<file path="src/rtl/rtc_calendar_bcd_pkg.sv">
// Shared field codes, reset constants and BCD calendar helpers for the RTC.
package rtc_pkg;

  typedef enum logic [2:0] {
    SEL_FRAC  = 3'd0,
    SEL_SEC   = 3'd1,
    SEL_MIN   = 3'd2,
    SEL_HOUR  = 3'd3,
    SEL_DAY   = 3'd4,
    SEL_MONTH = 3'd5,
    SEL_YEAR  = 3'd6,
    SEL_NONE  = 3'd7
  } sel_e;

  localparam logic [15:0] RST_YEAR  = 16'h2000;
  localparam logic [4:0]  RST_MONTH = 5'h01;
  localparam logic [5:0]  RST_DAY   = 6'h01;

  function automatic logic bcd_valid(input logic [3:0] n);
    return n <= 4'd9;
  endfunction

  function automatic logic bcd_div4(input logic [7:0] p);
    if (!p[4]) return (p[3:0] == 4'd0) || (p[3:0] == 4'd4) || (p[3:0] == 4'd8);
    else       return (p[3:0] == 4'd2) || (p[3:0] == 4'd6);
  endfunction

  // A low pair of 00 means a century year, which is leap only when divisible by 400.
  function automatic logic bcd_is_leap(input logic [15:0] y);
    return (y[7:0] == 8'h00) ? bcd_div4(y[15:8]) : bcd_div4(y[7:0]);
  endfunction

  function automatic logic [7:0] bcd_dim(input logic [7:0] m, input logic leap);
    case (m)
      8'h02:                      return leap ? 8'h29 : 8'h28;
      8'h04, 8'h06, 8'h09, 8'h11: return 8'h30;
      default:                    return 8'h31;
    endcase
  endfunction

  function automatic logic [15:0] bcd_inc(input logic [15:0] v);
    logic [15:0] r;
    logic        c;
    r = v;
    c = 1'b1;
    for (int i = 0; i < 4; i++) begin
      if (c) begin
        if (r[4*i+:4] >= 4'd9) r[4*i+:4] = 4'd0;
        else begin
          r[4*i+:4] = r[4*i+:4] + 4'd1;
          c = 1'b0;
        end
      end
    end
    return r;
  endfunction

  function automatic logic [15:0] bcd_dec(input logic [15:0] v);
    logic [15:0] r;
    logic        b;
    r = v;
    b = 1'b1;
    for (int i = 0; i < 4; i++) begin
      if (b) begin
        if (r[4*i+:4] == 4'd0) r[4*i+:4] = 4'd9;
        else begin
          r[4*i+:4] = r[4*i+:4] - 4'd1;
          b = 1'b0;
        end
      end
    end
    return r;
  endfunction

endpackage

</file>
<file path="src/rtl/rtc_calendar_bcd_wrap_counter.sv">
// Min/max BCD field with load, clear, step and wrap; carry flags a wrap on increment.
module bcd_wrap_counter
  import rtc_pkg::*;
#(
  parameter int          W   = 7,
  parameter logic [15:0] MIN = 16'h0000,
  parameter logic [15:0] MAX = 16'h0059
)(
  input  logic         clk,
  input  logic         rst_n,
  input  logic         i_ld,
  input  logic [W-1:0] i_ld_val,
  input  logic         i_clr,
  input  logic         i_en_inc,
  input  logic         i_en_dec,
  output logic [W-1:0] o_q,
  output logic [W-1:0] o_d,
  output logic         o_carry
);

  logic [W-1:0] r_q;
  logic [W-1:0] w_d;
  logic [15:0]  w_p1;
  logic [15:0]  w_m1;
  logic         w_inc;
  logic         w_dec;

  assign w_p1  = bcd_inc(16'(r_q));
  assign w_m1  = bcd_dec(16'(r_q));
  assign w_inc = i_en_inc & ~i_en_dec & ~i_clr & ~i_ld;
  assign w_dec = i_en_dec & ~i_en_inc & ~i_clr & ~i_ld;

  always_comb begin
    w_d = r_q;
    if (i_ld)       w_d = i_ld_val;
    else if (i_clr) w_d = MIN[W-1:0];
    else if (w_inc) w_d = (r_q == MAX[W-1:0]) ? MIN[W-1:0] : w_p1[W-1:0];
    else if (w_dec) w_d = (r_q == MIN[W-1:0]) ? MAX[W-1:0] : w_m1[W-1:0];
  end

  always_ff @(posedge clk or negedge rst_n) begin
    if (!rst_n) r_q <= MIN[W-1:0];
    else        r_q <= w_d;
  end

  assign o_q     = r_q;
  assign o_d     = w_d;
  assign o_carry = w_inc & (r_q == MAX[W-1:0]);

endmodule

</file>
<file path="src/rtl/rtc_calendar_bcd.sv">
// BCD real-time clock/calendar: prescaled tick, carry chain, per-field adjust,
// validated bulk load and once-per-second alarm compare.
module rtc_calendar_bcd
  import rtc_pkg::*;
#(
  parameter int CLK_HZ      = 50_000_000,
  parameter int FRAC_DIGITS = 2,
  parameter bit HOUR_12     = 1'b0
)(
  input  logic        CLOCK_50,
  input  logic        rst_n,
  input  logic        run,
  input  logic [2:0]  sel,
  input  logic        inc,
  input  logic        dec,
  input  logic        clr,
  input  logic        ld_valid,
  input  logic [55:0] ld_time,
  output logic        ld_err,
  input  logic        alm_en,
  input  logic [23:0] alm_time,
  output logic [((FRAC_DIGITS > 0) ? 4*FRAC_DIGITS : 1)-1:0] frac,
  output logic [6:0]  second,
  output logic [6:0]  minute,
  output logic [5:0]  hour,
  output logic        pm,
  output logic [5:0]  day,
  output logic [4:0]  month,
  output logic [15:0] year,
  output logic        tick_1hz,
  output logic        alarm
);

  localparam int FW      = (FRAC_DIGITS > 0) ? 4*FRAC_DIGITS : 1;
  localparam int PRE_DIV = CLK_HZ / (10**FRAC_DIGITS);
  localparam int PW      = (PRE_DIV > 1) ? $clog2(PRE_DIV) : 1;
  localparam logic [15:0] FRAC_MAX = (FRAC_DIGITS == 3) ? 16'h0999 :
                                     (FRAC_DIGITS == 2) ? 16'h0099 : 16'h0009;

  if (FRAC_DIGITS < 0 || FRAC_DIGITS > 3 || (CLK_HZ % (10**FRAC_DIGITS)) != 0) begin : g_bad_cfg
    $error("rtc_calendar_bcd: FRAC_DIGITS must be 0..3 and divide CLK_HZ by 10**FRAC_DIGITS");
  end

  logic [PW-1:0] r_pre;
  logic [5:0]    r_hour, w_hour_n;
  logic          r_pm, w_pm_n;
  logic [5:0]    r_day, w_day_n;
  logic [4:0]    r_month, w_mon_n;
  logic [15:0]   r_year, w_year_n;
  logic          r_tick_1hz, r_alarm, r_ld_err;
  logic          w_tick, w_rt, w_adj, w_ai, w_ad, w_ac;
  logic          w_sel_frac, w_sel_sec, w_sel_min, w_sel_hour, w_sel_day, w_sel_mon, w_sel_year;
  logic          w_c_frac, w_c_sec, w_c_min, w_c_hour, w_c_day, w_c_mon;
  logic [6:0]    w_sec_d, w_min_d;
  logic [15:0]   w_h_p1, w_h_m1, w_d_p1, w_d_m1, w_m_p1, w_m_m1, w_y_p1, w_y_m1;
  logic [7:0]    w_dim_cur, w_dim_n, w_ld_hr, w_ld_dim;
  logic [55:0]   w_ld_chk;
  logic          w_nib_ok, w_ld_ok;
  logic [23:0]   w_alm_now;

  // Prescaler: held at zero when stopped so a restart waits a full period.
  assign w_tick = run & (r_pre == PW'(PRE_DIV - 1));

  always_ff @(posedge CLOCK_50 or negedge rst_n) begin
    if (!rst_n)                     r_pre <= '0;
    else if (!run || w_ld_ok || w_tick) r_pre <= '0;
    else                            r_pre <= r_pre + 1'b1;
  end

  // A load strobe (accepted or not) swallows a coincident tick.
  assign w_rt  = w_tick & ~ld_valid;
  assign w_adj = ~run & ~ld_valid;
  assign w_ai  = w_adj & inc & ~dec & ~clr;
  assign w_ad  = w_adj & dec & ~inc & ~clr;
  assign w_ac  = w_adj & clr;

  assign w_sel_frac = (sel == SEL_FRAC);
  assign w_sel_sec  = (sel == SEL_SEC);
  assign w_sel_min  = (sel == SEL_MIN);
  assign w_sel_hour = (sel == SEL_HOUR);
  assign w_sel_day  = (sel == SEL_DAY);
  assign w_sel_mon  = (sel == SEL_MONTH);
  assign w_sel_year = (sel == SEL_YEAR);

  // Load validation; in 12-hour mode bit 23 is pm, not part of the hour digits.
  assign w_ld_hr  = HOUR_12 ? {1'b0, ld_time[22:16]} : ld_time[23:16];
  assign w_ld_chk = {ld_time[55:24], w_ld_hr, ld_time[15:0]};
  assign w_ld_dim = bcd_dim(ld_time[39:32], bcd_is_leap(ld_time[55:40]));

  always_comb begin
    w_nib_ok = 1'b1;
    for (int i = 0; i < 14; i++)
      if (!bcd_valid(w_ld_chk[4*i+:4])) w_nib_ok = 1'b0;
  end

  assign w_ld_ok = ld_valid & w_nib_ok
                 & (ld_time[39:32] >= 8'h01) & (ld_time[39:32] <= 8'h12)
                 & (ld_time[31:24] >= 8'h01) & (ld_time[31:24] <= w_ld_dim)
                 & (ld_time[15:8] <= 8'h59) & (ld_time[7:0] <= 8'h59)
                 & (HOUR_12 ? ((w_ld_hr >= 8'h01) && (w_ld_hr <= 8'h12)) : (w_ld_hr <= 8'h23));

  if (FRAC_DIGITS > 0) begin : g_frac
    logic [FW-1:0] w_frac_d;
    bcd_wrap_counter #(.W(FW), .MIN(16'h0000), .MAX(FRAC_MAX)) u_frac (
      .clk(CLOCK_50), .rst_n(rst_n), .i_ld(w_ld_ok), .i_ld_val('0),
      .i_clr(w_ac & w_sel_frac), .i_en_inc(w_rt | (w_ai & w_sel_frac)),
      .i_en_dec(w_ad & w_sel_frac), .o_q(frac), .o_d(w_frac_d), .o_carry(w_c_frac)
    );
  end else begin : g_nofrac
    assign frac     = '0;
    assign w_c_frac = 1'b1;
  end

  bcd_wrap_counter #(.W(7), .MIN(16'h0000), .MAX(16'h0059)) u_sec (
    .clk(CLOCK_50), .rst_n(rst_n), .i_ld(w_ld_ok), .i_ld_val(ld_time[6:0]),
    .i_clr(w_ac & w_sel_sec), .i_en_inc((w_rt & w_c_frac) | (w_ai & w_sel_sec)),
    .i_en_dec(w_ad & w_sel_sec), .o_q(second), .o_d(w_sec_d), .o_carry(w_c_sec)
  );

  bcd_wrap_counter #(.W(7), .MIN(16'h0000), .MAX(16'h0059)) u_min (
    .clk(CLOCK_50), .rst_n(rst_n), .i_ld(w_ld_ok), .i_ld_val(ld_time[14:8]),
    .i_clr(w_ac & w_sel_min), .i_en_inc((w_rt & w_c_sec) | (w_ai & w_sel_min)),
    .i_en_dec(w_ad & w_sel_min), .o_q(minute), .o_d(w_min_d), .o_carry(w_c_min)
  );

  assign w_h_p1    = bcd_inc({10'd0, r_hour});
  assign w_h_m1    = bcd_dec({10'd0, r_hour});
  assign w_d_p1    = bcd_inc({10'd0, r_day});
  assign w_d_m1    = bcd_dec({10'd0, r_day});
  assign w_m_p1    = bcd_inc({11'd0, r_month});
  assign w_m_m1    = bcd_dec({11'd0, r_month});
  assign w_y_p1    = bcd_inc(r_year);
  assign w_y_m1    = bcd_dec(r_year);
  assign w_dim_cur = bcd_dim({3'd0, r_month}, bcd_is_leap(r_year));

  always_comb begin
    w_hour_n = r_hour;
    w_pm_n   = r_pm;
    w_day_n  = r_day;
    w_mon_n  = r_month;
    w_year_n = r_year;
    w_c_hour = 1'b0;
    w_c_day  = 1'b0;
    w_c_mon  = 1'b0;
    w_dim_n  = w_dim_cur;
    if (w_ld_ok) begin
      w_hour_n = w_ld_hr[5:0];
      w_pm_n   = HOUR_12 & ld_time[23];
      w_day_n  = ld_time[29:24];
      w_mon_n  = ld_time[36:32];
      w_year_n = ld_time[55:40];
    end else begin
      // 12-hour sequence 12,01..11 with pm flipping at 11->12; midnight is 11 PM -> 12 AM.
      if (w_ac & w_sel_hour) begin
        w_hour_n = HOUR_12 ? 6'h12 : 6'h00;
        w_pm_n   = 1'b0;
      end else if ((w_rt & w_c_min) | (w_ai & w_sel_hour)) begin
        if (HOUR_12) begin
          if (r_hour == 6'h12) w_hour_n = 6'h01;
          else begin
            w_hour_n = w_h_p1[5:0];
            if (r_hour == 6'h11) begin
              w_pm_n   = ~r_pm;
              w_c_hour = r_pm;
            end
          end
        end else if (r_hour == 6'h23) begin
          w_hour_n = 6'h00;
          w_c_hour = 1'b1;
        end else w_hour_n = w_h_p1[5:0];
      end else if (w_ad & w_sel_hour) begin
        if (HOUR_12) begin
          if (r_hour == 6'h01) w_hour_n = 6'h12;
          else begin
            w_hour_n = w_h_m1[5:0];
            if (r_hour == 6'h12) w_pm_n = ~r_pm;
          end
        end else w_hour_n = (r_hour == 6'h00) ? 6'h23 : w_h_m1[5:0];
      end

      if (w_ac & w_sel_day) w_day_n = 6'h01;
      else if ((w_rt & w_c_hour) | (w_ai & w_sel_day)) begin
        if ({2'b00, r_day} >= w_dim_cur) begin
          w_day_n = 6'h01;
          w_c_day = 1'b1;
        end else w_day_n = w_d_p1[5:0];
      end else if (w_ad & w_sel_day)
        w_day_n = (r_day == 6'h01) ? w_dim_cur[5:0] : w_d_m1[5:0];

      if (w_ac & w_sel_mon) w_mon_n = 5'h01;
      else if ((w_rt & w_c_day) | (w_ai & w_sel_mon)) begin
        if (r_month == 5'h12) begin
          w_mon_n = 5'h01;
          w_c_mon = 1'b1;
        end else w_mon_n = w_m_p1[4:0];
      end else if (w_ad & w_sel_mon)
        w_mon_n = (r_month == 5'h01) ? 5'h12 : w_m_m1[4:0];

      if (w_ac & w_sel_year) w_year_n = 16'h0000;
      else if ((w_rt & w_c_mon) | (w_ai & w_sel_year)) w_year_n = w_y_p1;
      else if (w_ad & w_sel_year) w_year_n = w_y_m1;

      // Clamp the day whenever the new month/year leaves it past month end.
      w_dim_n = bcd_dim({3'd0, w_mon_n}, bcd_is_leap(w_year_n));
      if ({2'b00, w_day_n} > w_dim_n) w_day_n = w_dim_n[5:0];
    end
  end

  assign w_alm_now = {w_pm_n, 1'b0, w_hour_n, 1'b0, w_min_d, 1'b0, w_sec_d};

  always_ff @(posedge CLOCK_50 or negedge rst_n) begin
    if (!rst_n) begin
      r_hour     <= HOUR_12 ? 6'h12 : 6'h00;
      r_pm       <= 1'b0;
      r_day      <= RST_DAY;
      r_month    <= RST_MONTH;
      r_year     <= RST_YEAR;
      r_tick_1hz <= 1'b0;
      r_alarm    <= 1'b0;
      r_ld_err   <= 1'b0;
    end else begin
      r_hour     <= w_hour_n;
      r_pm       <= w_pm_n;
      r_day      <= w_day_n;
      r_month    <= w_mon_n;
      r_year     <= w_year_n;
      r_tick_1hz <= w_rt & w_c_frac;
      r_alarm    <= w_rt & w_c_frac & alm_en & (w_alm_now == alm_time);
      r_ld_err   <= ld_valid & ~w_ld_ok;
    end
  end

  assign hour     = r_hour;
  assign pm       = r_pm;
  assign day      = r_day;
  assign month    = r_month;
  assign year     = r_year;
  assign tick_1hz = r_tick_1hz;
  assign alarm    = r_alarm;
  assign ld_err   = r_ld_err;

endmodule

</file>
<file path="config.mk">
export PLATFORM = sky130hd
export DESIGN_NAME = rtc_calendar_bcd
export DESIGN_NICKNAME = d
export VERILOG_FILES = /design/src/rtl/rtc_calendar_bcd_pkg.sv /design/src/rtl/rtc_calendar_bcd_wrap_counter.sv /design/src/rtl/rtc_calendar_bcd.sv
export SDC_FILE = /design/constraint.sdc
export NUM_CORES = 1
export LEC_CHECK = 0
export CORE_UTILIZATION = 59
export DETAILED_ROUTE_END_ITERATION = 7
export PLACE_DENSITY = 0.95
export SLEW_MARGIN = 15
export SYNTH_ARGS = -nofsm -noshare
export SYNTH_HDL_FRONTEND = slang
export SYNTH_SLANG_ARGS = --single-unit
export TNS_END_PERCENT = 50
</file>
<file path="constraint.sdc">
create_clock -name CLOCK_50 -period 16.5 [get_ports CLOCK_50]
set_clock_uncertainty 0.1 [all_clocks]
set_input_delay 3.3 -clock CLOCK_50 [delete_from_list [all_inputs] [get_ports CLOCK_50]]
set_output_delay 3.3 -clock CLOCK_50 [all_outputs]
set_load 0.005 [all_outputs]
</file>
==> run metrics <==
Post-Layout Cell Count=1383; Vias/cell=6.76; top_reg_cell synth=dfrtp_1; Post-synth ARST share=100%; clock transition at the registers of the reported paths=0.06 ns; DR pass1 iterations=6; Final ANT Viol Nets=0; GRT Residual Overflow=0; Synth Cell Area=0.00822 mm^2; die height=120 um; worst rel slew slack=31.0%; # setup viols final=0; Reg2Reg Setup Slack=9.72 ns; post-CTS resize count=0; DPL Wire Length=19.9 mm; n_diodes=0; Tcrit/Tclk final=51.3%; Crit Reg-Reg Endpoint=day[0]$_DFF_PN1_; placer's final routability congestion estimate=0.978; Ports=150; met1 Track Usage GR=48.8%; number of port buffers=149; CTS Buffer Depth=2; register area share after synthesis=23.8%; most common library cell in the layout ignoring fill and taps=clkdlybuf4s50_1; CTS tree=yes; clk sinks=78; cell depth of the worst flop-to-flop path=25; Global Route met2 Usage=57.3%; die width=120 um; Cells after Synth=1082; hold_ws=0.394 ns; maxcap violations=0; flops & latches, synth=78; Worst-Margin Slew=1.04 ns; CP Class=primary input to flop; final hold violations=0; Site Rows=42; Power per Cell Area=86.0 mW/mm^2; Hold Startpoint=r_pre[0]$_DFF_PN0_; met3 Use GR=6.42%; Hold Path Depth=1; Tot Pwr=0.865 mW; Setup TNS Final=0 ns; syn_area_per_cell=7.60 um^2; largest net degree at the start of global routing=79; Hold Path Class=flop to flop; yosys warns=0; initial core utilization=61.4%; drt wl/cell=19.3 um; final non-filler cell area=0.0101 mm^2; H-tree depth=3; initial DRC count=1316; proportion of layout cells with a drive suffix above 1=5.05%; # hold bufs at CTS=0; worst hold path endpoint=r_pre[0]$_DFF_PN0_; Total Wirelength=26.7 mm; Max Slew Vio Count=0; Worst VDD drop=0.0000561 V; Critical Path Source Type=primary input; Setup crit end kind=flop; total core area=0.0134 mm^2; DRC=0; setup repair bufs after CTS=0; number of synthesized flops with an enable pin=0; Die Area=0.0144 mm^2; clock root cell=clkbuf_16; status=completed; Netlist cell types=84; crit path max fanout=13; Post-Place Cell Area=0.00980 mm^2; RSZ-0062 raised after global routing=no; leak pwr=4.14 nW; WP data arrival=8.62 ns; first-pass GRT wire length=42.0 mm; initial antenna violation count=0; Area Overhead vs Synth=22.4%; RR Startpoint=year[0]$_DFF_PN0_; GRT Util Overall=36.6%; Num CTS Buffers=9; final net count=1358; grt peak-use layer=met2; Net Count, Synth=1237; Inst Count DP=1368; f_max=0.118 GHz; minimum clock period=8.46 ns; Worst EP required=16.66 ns; leading cell types in the layout, fill and taps excluded=clkdlybuf4s50_1, nor2_1, nand2_1; via count=9350; vias in the first global route=8534; Skew-Pair Late Insertion Delay=0.35 ns
[routing by layer]
metal / part of all wire (%) / wire length (um)
met1: 40 / 10600
met2: 45 / 11900
met3: 11 / 3060
met4: 4.0 / 1080
met5: 0 / 0
[through the flow]
step                util (%)  setup WS (ns)
floorplan                  -           9.30
global placement        73.1           8.14
detailed placement      73.1           7.89
CTS                     75.1           8.24
global route            75.1           7.64
finish                  75.1           8.04
[sequential cells by signal, summed over array words and instances, names as in the netlist]
register           count
tick_1hz               1
u_min.o_q              7
month                  5
g_frac.u_frac.o_q      8
hour                   6
year                  16
day                    6
ld_err                 1
pm                     1
r_pre                 19
u_sec.o_q              7
alarm                  1
[critical path, cell delays in order]
cell and delay, ns:
clkdlybuf4s50_1 0.70, nor3_1 0.91, nand3_1 0.41, a21o_1 0.36, a21oi_1 0.34, a21oi_1 0.36
mux2i_1 0.23, nor2_1 0.23, inv_1 0.11, a211oi_1 0.24, nand2_1 0.09, a21bo_1 0.20
ha_1 0.22, a32oi_1 0.18, o31a_1 0.27, a21bo_1 0.24, a21oi_1 0.12, o31ai_1 0.09
[cell usage after synthesis, types with 7 or more instances]
master      n  area share [%]
nor4b_1     7            0.75
and3_1     12            0.91
o22ai_1    14             1.1
clkbuf_1   40             1.8
xnor2_1    23             2.4
o21ai_0    66             4.0
nor2_1    126             5.8
nor3_1     37             2.3
nand4_1    17             1.3
inv_1      56             2.6
a31oi_1    17             1.3
a211oi_1   12             1.1
o21a_1      7            0.64
xor2_1     25             2.7
mux2_2     10             1.4
and2_1      7            0.53
a21oi_1    62             3.8
o211ai_1    9            0.82
dfrtp_1    75              23
or3_1      10            0.76
nor4_1     12            0.91
nand3_1    45             2.7
nor3b_1    16             1.5
mux2i_1    19             2.3
nand2b_1   14             1.1
or3b_2      8            0.85
a21o_1     10            0.91
nand2_1   109             5.0
ha_1       64             9.7
[cell type report]
cell class / instances / area, um^2
clock buffer: 10 / 229
clock inverter: 5 / 37.5
fill: 1009 / 3330
inverter: 57 / 214
multi-input combinational: 903 / 5890
sequential: 78 / 1960
tap: 176 / 220
timing repair buffer: 154 / 1530
[cell families (layout without fill, tap and decap cells)]
kind of cell	count (synthesis)	after routing	synth area share [%]
adder cells (fa/ha/maj)	64	64	9.74
buffers and inverters	101	226	4.64
flip-flops	78	78	23.8
XOR/XNOR	48	48	5.11
AND/OR/NAND/NOR	477	477	30.1
multiplexers	31	31	3.96
AO/OA/AOI/OAI	283	283	22.6
[report_power, final]
group          total (mW)  switching [mW]  internal (mW)
Combinational       0.402           0.209          0.193
Sequential          0.276          0.0590          0.217
Clock               0.188          0.0861          0.101
[worst max-delay path by stage]
| stage | from | endpoint | slack [ns] | cells after the start |
|---|---|---|---|---|
| final | ld_valid | day[0]$_DFF_PN1_ | 8.04 | 18 |
| after global routing | ld_valid | day[0]$_DFF_PN1_ | 7.64 | 18 |
| after CTS | ld_valid | day[0]$_DFF_PN1_ | 8.24 | 18 |
| after detailed placement | ld_valid | day[0]$_DFF_PN1_ | 7.89 | 18 |
| after global placement | ld_valid | day[0]$_DFF_PN1_ | 8.14 | 15 |
| after floorplan | run | day[0]$_DFF_PN1_ | 9.30 | 16 |
(Power assumes the default switching activity.)
